**config.mk**
```make
export PLATFORM = sky130hd
export DESIGN_NAME = hazard_scoreboard_flat
export DESIGN_NICKNAME = d
export VERILOG_FILES = /design/src/rtl/hazard_scoreboard_pkg.sv /design/src/rtl/hazard_scoreboard_if.sv /design/src/rtl/hazard_decode.sv /design/src/rtl/hazard_scoreboard.sv /design/src/flat_wrapper.sv
export SDC_FILE = /design/constraint.sdc
export NUM_CORES = 1
export LEC_CHECK = 0
export CORE_ASPECT_RATIO = 0.9
export CORE_UTILIZATION = 40
export CTS_BUF_LIST = sky130_fd_sc_hd__clkbuf_4
export DETAILED_ROUTE_END_ITERATION = 7
export GPL_TIMING_DRIVEN = 0
export PLACE_DENSITY = 0.59
export SLEW_MARGIN = 10
export SYNTH_ARGS = -nofsm -noshare
export SYNTH_HDL_FRONTEND = slang
export SYNTH_HIERARCHICAL = 1
export SYNTH_SLANG_ARGS = --single-unit
```
**constraint.sdc**
```tcl
create_clock -name clk -period 6.3 [get_ports clk]
set_input_delay 0.63 -clock clk [delete_from_list [all_inputs] [get_ports clk]]
set_output_delay 0.63 -clock clk [all_outputs]
set_load 0.02 [all_outputs]
```
**src/rtl/hazard_scoreboard_pkg.sv**
```systemverilog
// Shared decode constants, latency classes and the latency table for the
// hazard scoreboard.
package hazard_scoreboard_pkg;

    // Base opcodes for RV32 instruction groups
    localparam logic [6:0] OPC_OP     = 7'b0110011;
    localparam logic [6:0] OPC_OPIMM  = 7'b0010011;
    localparam logic [6:0] OPC_LOAD   = 7'b0000011;
    localparam logic [6:0] OPC_STORE  = 7'b0100011;
    localparam logic [6:0] OPC_BRANCH = 7'b1100011;
    localparam logic [6:0] OPC_LUI    = 7'b0110111;
    localparam logic [6:0] OPC_AUIPC  = 7'b0010111;
    localparam logic [6:0] OPC_JAL    = 7'b1101111;
    localparam logic [6:0] OPC_JALR   = 7'b1100111;

    // funct7 value that turns an OP instruction into multiply/divide
    localparam logic [6:0] FUNCT7_MD  = 7'b0000001;

    typedef enum logic [1:0] {
        LAT_ALU  = 2'd0,
        LAT_LOAD = 2'd1,
        LAT_MD   = 2'd2
    } lat_class_e;

    typedef struct packed {
        logic       use1;
        logic       use2;
        logic       writes;
        lat_class_e cls;
    } decode_t;

    // Cycles until a result can be consumed. The counters are 4 bits wide,
    // so the unforwarded MD latency is clamped at 15.
    function automatic logic [3:0] latency_of(lat_class_e cls, bit fwd_en, int md_lat);
        int lat;
        case (cls)
            LAT_LOAD: lat = fwd_en ? 1 : 3;
            LAT_MD:   lat = fwd_en ? md_lat : md_lat + 2;
            default:  lat = fwd_en ? 0 : 3;
        endcase
        if (lat > 15) lat = 15;
        return 4'(lat);
    endfunction

endpackage

```
**src/rtl/hazard_scoreboard_if.sv**
```systemverilog
// ID-stage request / stall response bundle between the decode stage and the
// hazard scoreboard.
interface hazard_scoreboard_if #(
    parameter int CNT_W = 16
);
    logic             id_valid_ip;
    logic [6:0]       ID_instr_opcode_ip;
    logic [6:0]       ID_funct7_ip;
    logic [4:0]       ID_src1_addr_ip;
    logic [4:0]       ID_src2_addr_ip;
    logic [4:0]       ID_dest_addr_ip;
    logic             flush_ip;
    logic             stall_op;
    logic [CNT_W-1:0] stall_cycles_op;

    modport master (
        output id_valid_ip, ID_instr_opcode_ip, ID_funct7_ip,
        output ID_src1_addr_ip, ID_src2_addr_ip, ID_dest_addr_ip, flush_ip,
        input  stall_op, stall_cycles_op
    );

    modport slave (
        input  id_valid_ip, ID_instr_opcode_ip, ID_funct7_ip,
        input  ID_src1_addr_ip, ID_src2_addr_ip, ID_dest_addr_ip, flush_ip,
        output stall_op, stall_cycles_op
    );
endinterface

```
**src/rtl/hazard_decode.sv**
```systemverilog
// Combinational opcode decode: which sources are read, whether a destination
// is written, and which latency class the result belongs to.
module hazard_decode
    import hazard_scoreboard_pkg::*;
(
    input  logic [6:0] opcode_i,
    input  logic [6:0] funct7_i,
    input  logic [4:0] dest_i,
    output decode_t    dec_o
);

    // Map opcode to register usage; writes to x0 are dropped here
    always_comb begin
        // NOTE: every field gets a default first so no path leaves it unassigned and infers a latch.
        dec_o        = '0;
        dec_o.cls    = LAT_ALU;
        case (opcode_i)
            OPC_OP: begin
                dec_o.use1   = 1'b1;
                dec_o.use2   = 1'b1;
                dec_o.writes = 1'b1;
                dec_o.cls    = (funct7_i == FUNCT7_MD) ? LAT_MD : LAT_ALU;
            end
            OPC_STORE, OPC_BRANCH: begin
                dec_o.use1 = 1'b1;
                dec_o.use2 = 1'b1;
            end
            OPC_OPIMM, OPC_JALR: begin
                dec_o.use1   = 1'b1;
                dec_o.writes = 1'b1;
            end
            OPC_LOAD: begin
                dec_o.use1   = 1'b1;
                dec_o.writes = 1'b1;
                dec_o.cls    = LAT_LOAD;
            end
            OPC_LUI, OPC_AUIPC, OPC_JAL: begin
                dec_o.writes = 1'b1;
            end
            default: ;
        endcase
        if (dest_i == 5'd0) dec_o.writes = 1'b0;
    end

endmodule

```
**src/rtl/hazard_scoreboard.sv**
```systemverilog
// Register hazard scoreboard: per-register ready counters, multiply/divide
// unit occupancy and a saturating stall counter. Stall is a same-cycle
// decision on the instruction sitting in ID.
module hazard_scoreboard
    import hazard_scoreboard_pkg::*;
#(
    parameter int NUM_REGS = 32,
    parameter int FWD_EN   = 1,
    parameter int MD_LAT   = 8,
    parameter int CNT_W    = 16
) (
    input  logic                clk,
    input  logic                reset,
    hazard_scoreboard_if.slave  bus
);

    localparam logic [3:0] L_ALU  = latency_of(LAT_ALU,  FWD_EN != 0, MD_LAT);
    localparam logic [3:0] L_LOAD = latency_of(LAT_LOAD, FWD_EN != 0, MD_LAT);
    localparam logic [3:0] L_MD   = latency_of(LAT_MD,   FWD_EN != 0, MD_LAT);
    localparam logic [3:0] MD_OCC = 4'(MD_LAT);

    logic [3:0]       cnt_q [NUM_REGS];
    logic [3:0]       cnt_d [NUM_REGS];
    logic [3:0]       md_busy_q, md_busy_d;
    logic [CNT_W-1:0] stall_cnt_q, stall_cnt_d;

    decode_t          dec;
    logic [3:0]       dest_lat;
    logic             raw1, raw2, waw, structural;
    logic             stall, issue;
    logic [4:0]       src1, src2, dest;

    assign src1 = bus.ID_src1_addr_ip;
    assign src2 = bus.ID_src2_addr_ip;
    assign dest = bus.ID_dest_addr_ip;

    hazard_decode u_decode (
        .opcode_i (bus.ID_instr_opcode_ip),
        .funct7_i (bus.ID_funct7_ip),
        .dest_i   (dest),
        .dec_o    (dec)
    );

    // Latency the ID instruction would load into its destination counter
    always_comb begin
        case (dec.cls)
            LAT_LOAD: dest_lat = L_LOAD;
            LAT_MD:   dest_lat = L_MD;
            default:  dest_lat = L_ALU;
        endcase
    end

    // Hazard detection and issue qualification for the ID instruction
    always_comb begin
        raw1       = dec.use1 && (src1 != 5'd0) && (cnt_q[src1] != 4'd0);
        raw2       = dec.use2 && (src2 != 5'd0) && (cnt_q[src2] != 4'd0);
        waw        = dec.writes && (cnt_q[dest] > dest_lat);
        structural = (dec.cls == LAT_MD) && (md_busy_q > 4'd1);
        stall      = bus.id_valid_ip && !bus.flush_ip && (raw1 || raw2 || waw || structural);
        issue      = bus.id_valid_ip && !bus.flush_ip && !stall;
    end

    // Next state: age every counter, then let an issuing write override its dest
    always_comb begin
        for (int r = 0; r < NUM_REGS; r++) begin
            cnt_d[r] = (cnt_q[r] != 4'd0) ? cnt_q[r] - 4'd1 : 4'd0;
        end
        if (issue && dec.writes) cnt_d[dest] = dest_lat;

        md_busy_d = (md_busy_q != 4'd0) ? md_busy_q - 4'd1 : 4'd0;
        if (issue && dec.cls == LAT_MD) md_busy_d = MD_OCC;

        stall_cnt_d = stall_cnt_q;
        if (stall && stall_cnt_q != {CNT_W{1'b1}}) stall_cnt_d = stall_cnt_q + CNT_W'(1);
    end

    // State registers; reset empties the scoreboard asynchronously
    always_ff @(posedge clk or negedge reset) begin
        if (!reset) begin
            // NOTE: the counter array must be reset, otherwise stale pending bits would stall the first instructions.
            cnt_q       <= '{default: '0};
            md_busy_q   <= '0;
            stall_cnt_q <= '0;
        end else begin
            // NOTE: non-blocking so every register samples the pre-edge value of the others.
            cnt_q       <= cnt_d;
            md_busy_q   <= md_busy_d;
            stall_cnt_q <= stall_cnt_d;
        end
    end

    assign bus.stall_op        = stall;
    assign bus.stall_cycles_op = stall_cnt_q;

endmodule

```
**src/flat_wrapper.sv**
```systemverilog
// flat-port wrapper written by rule: the top's interface ports become plain ports
module hazard_scoreboard_flat import hazard_scoreboard_pkg::*;
#(
    parameter int NUM_REGS = 32,
    parameter int FWD_EN   = 1,
    parameter int MD_LAT   = 8,
    parameter int CNT_W    = 16
)
  (clk, reset, bus_id_valid_ip, bus_ID_instr_opcode_ip, bus_ID_funct7_ip, bus_ID_src1_addr_ip, bus_ID_src2_addr_ip, bus_ID_dest_addr_ip, bus_flush_ip, bus_stall_op, bus_stall_cycles_op);
  hazard_scoreboard_if #(.CNT_W(CNT_W)) bus_i ();
  input  logic clk;
  input  logic reset;
  input wire logic [$bits(bus_i.id_valid_ip)-1:0] bus_id_valid_ip;
  input wire logic [$bits(bus_i.ID_instr_opcode_ip)-1:0] bus_ID_instr_opcode_ip;
  input wire logic [$bits(bus_i.ID_funct7_ip)-1:0] bus_ID_funct7_ip;
  input wire logic [$bits(bus_i.ID_src1_addr_ip)-1:0] bus_ID_src1_addr_ip;
  input wire logic [$bits(bus_i.ID_src2_addr_ip)-1:0] bus_ID_src2_addr_ip;
  input wire logic [$bits(bus_i.ID_dest_addr_ip)-1:0] bus_ID_dest_addr_ip;
  input wire logic [$bits(bus_i.flush_ip)-1:0] bus_flush_ip;
  output wire logic [$bits(bus_i.stall_op)-1:0] bus_stall_op;
  output wire logic [$bits(bus_i.stall_cycles_op)-1:0] bus_stall_cycles_op;
  assign bus_i.id_valid_ip = bus_id_valid_ip;
  assign bus_i.ID_instr_opcode_ip = bus_ID_instr_opcode_ip;
  assign bus_i.ID_funct7_ip = bus_ID_funct7_ip;
  assign bus_i.ID_src1_addr_ip = bus_ID_src1_addr_ip;
  assign bus_i.ID_src2_addr_ip = bus_ID_src2_addr_ip;
  assign bus_i.ID_dest_addr_ip = bus_ID_dest_addr_ip;
  assign bus_i.flush_ip = bus_flush_ip;
  assign bus_stall_op = bus_i.stall_op;
  assign bus_stall_cycles_op = bus_i.stall_cycles_op;
  hazard_scoreboard #(.NUM_REGS(NUM_REGS), .FWD_EN(FWD_EN), .MD_LAT(MD_LAT), .CNT_W(CNT_W)) u_core (.clk(clk), .reset(reset), .bus(bus_i));
endmodule
```
==> reports/results.txt <==
sequential area share after synthesis - 39.6%
drt pass-1 iters - 5
CP bufs+invs - 5
drt initial violations - 696
cell mode on critical path - clkdlybuf4s50_1
CP peak stage delay - 600 ps
root buffer cell - clkbuf_4
critical path endpoint category - primary output
share of post-route cells with drive strength above 1 - 16.9%
Static Leak - 4.39 nW
clock sinks - 148
synthesized instance count - 901
worst hold path class - reg2reg
Max Slew Vio Count - 0
vias in the first global route - 7,124
area delta synth->final - 12.5%
# Post-CTS Setup Buffers - 0
Core Region - 22,700 um2
Die X - 163 um
slew margin rel. - 12.5%
GR Overflow Total - 0
PD cells - 162 nW/um2
dpl cells - 1,246
CTS Buf Count - 17
Synth cell types - 58
unrepaired setup endpoints after global routing - false
startpoint types - input port
Worst Path Required - 5670 ps
largest net degree at the start of global routing - 79
Setup-failing EPs final - 0
WHS - 500 ps
Routed Antenna Nets - 0
All-Layer GR Usage - 22.7%
routed len/inst - 20.5 um
# port buffers - 47
count of boundary I/O pins - 50
Yosys top cell by area - dfrtp_1
Yosys reg bits - 148
CTS tree - done
critical path's top delay family - buffers and inverters
Cell Area, Synth - 9360 um2
first-pass GRT wire length - 41,300 um
fmax - 0.163 GHz
CTS H-Tree Depth - 4
die height - 147 um
Setup Crit Path Kind - in2out
Bufs on Longest Clock Path - 2
Skew-Pair Late Insertion Delay - 600 ps
run status - complete, no violations
Nets - 1,002
Final Util - 46.4%
DIE AREA - 24,000 um2
Final Hold Vio Count - 0
top_reg_cell synth - dfrtp_1
synth warn - 6
gpl congestion - 0.941
Slew @ Worst Pin - 1310 ps
row count - 52
Crit Path Max Fanout - 10
min cycle time layout - 6120 ps
WL final - 26,200 um
Seq. cell area - 3700 um2
DR vias - 7,645
DR vias/cell - 5.99
Clock transition at path regs - 160 ps
syn nets - 937
Synth top area share - 39.6%
Final Non-Filler Cells - 1,277
worst vdd ir - 76.3 uV
HPWL Detailed - 18,900 um
starting density of the core - 41.2%
CP max stage cell - or4_4
number of flops mapped to enable cells by yosys - 0
skew final - 27.7 ps
Avg Inst Size Synth - 10.4 um2
max-capacitance violation count - 0
drc violations - 0
initial antenna violation count - 1
FFs w/ async S/R, synth - 100%
commonest non-fill, non-tap cell in the layout - dfrtp_1
Fillers - 2,144
most frequent cells in the layout - dfrtp_1 (148), nor2_1 (119), a21oi_1 (72), nor3_1 (71)
ranking of synthesized cells by area - dfrtp_1 (40%), mux4_2 (9.1%), nor3_4 (5.6%)
Critical Path, Cell by Cell - clkdlybuf4s50_1 -> or4_4 -> nor3_1 -> nor2b_2 -> clkbuf_1 -> ha_1 -> nor2_1 -> a2bb2oi_1 -> a2111oi_2 -> nand4_1 -> o32ai_2 -> nand4b_2 -> buf_4 -> buf_2 -> and2_1 -> clkdlybuf4s50_1
FF-to-FF setup slack - 2210 ps
Tot Pwr - 1.71 mW
crit path DAT - 5490 ps
multi-input logic area - 5420 um2
period utilization - 97.1%
## area by class of cell
type                            count  share of cell area [%]
Antenna cell                        1                  0.0238
Buffer                             43                    2.32
Clock buffer                       17                    1.21
Clock inverter                     15                    1.39
Inverter                            3                   0.107
Multi-Input combinational cell    704                    51.4
Sequential cell                   148                    35.2
Tap cell                          297                    3.53
Timing Repair Buffer               49                    4.82
## worst reg2reg max path: cells and delay by family (launching register included)
kind | cells | cell delay (ps)
and+or+nand+nor | 4 | 770
muxes | 4 | 1570
buffers and inverters | 1 | 260
DFF | 1 | 490
AOI/OAI and AO/OA | 3 | 720
adders and majority gates | 1 | 170
## cell usage after synthesis (8+ instances only)
cell	number
nor3_4	32
dfrtp_1	148
nor4_1	38
and3_1	14
o31ai_1	31
mux2i_1	45
o21ai_0	40
nor3_1	71
nand4_1	9
or4b_2	28
xnor2_1	12
mux2_2	8
nor2_1	119
nand3_1	17
clkbuf_1	30
nand2_1	20
a21oi_1	72
mux4_2	38
mux2_1	33
## per-stage QoR
step | setup TNS (ps) | instance area, um2 | setup slack [ps]
final | 0 | 10500 | 183
after global routing | 0 | 10500 | 52.1
after CTS | 0 | 10500 | 31.6
after detailed placement | -4730 | 10200 | -914
after global placement | -281540 | 10200 | -1900
after floorplan | 0 | 9360 | 1210
## where the power goes
part	total (mW)	internal [mW]	switching [mW]
clock	0.601	0.204	0.397
sequential	0.961	0.955	0.00648
combinational	0.149	0.0586	0.0905
total	1.71	1.22	0.494
## routing by layer
layer	wire length, um	track usage [%]
met3	1890	5.96
met2	12000	33.7
met4	405	6.68
met5	0	0
met1	12000	32.3
## worst paths after layout
| check | startpoint | to | depth (start not counted) |
|---|---|---|---|
| worst max-delay path | bus_ID_instr_opcode_ip[2] | bus_stall_op | 16 |
| worst min-delay path | u_core/bus.stall_cycles_op[8] | u_core/bus.stall_cycles_op[8] | 1 |
| worst max register to register | u_core/cnt_q[68] | u_core/cnt_q[64] | 13 |
| worst min register to register | u_core/bus.stall_cycles_op[8] | u_core/bus.stall_cycles_op[8] | 1 |
| max in group asynchronous | reset | u_core/cnt_q[77] | 3 |
| min in group asynchronous | reset | u_core/cnt_q[41] | 2 |
## cells by family (layout without fill, tap and decap cells)
kind of cell,count (synthesis),after routing,synth area share (%)
DFF,148,148,39.6
buffers and inverters,49,127,2.62
xor gates and xnor gates,12,12,1.12
AOI/OAI and AO/OA,166,166,10.6
adders and majority gates,3,3,0.401
and+or+nand+nor,399,399,26.8
muxes,124,124,18.9
other,0,1,0
## repair_timing
item	4_1_cts	5_1_grt
resized for setup	11	3
endpoints found under the setup margin	1	1
endpoints found under the hold margin	19	0
hold buffers	1	0
## registers in the layout (all words and copies together) (netlist names)
signal                      count
u_core/md_busy_q                4
u_core/cnt_q                  128
u_core/bus.stall_cycles_op     16
(Power assumes the default switching activity.)
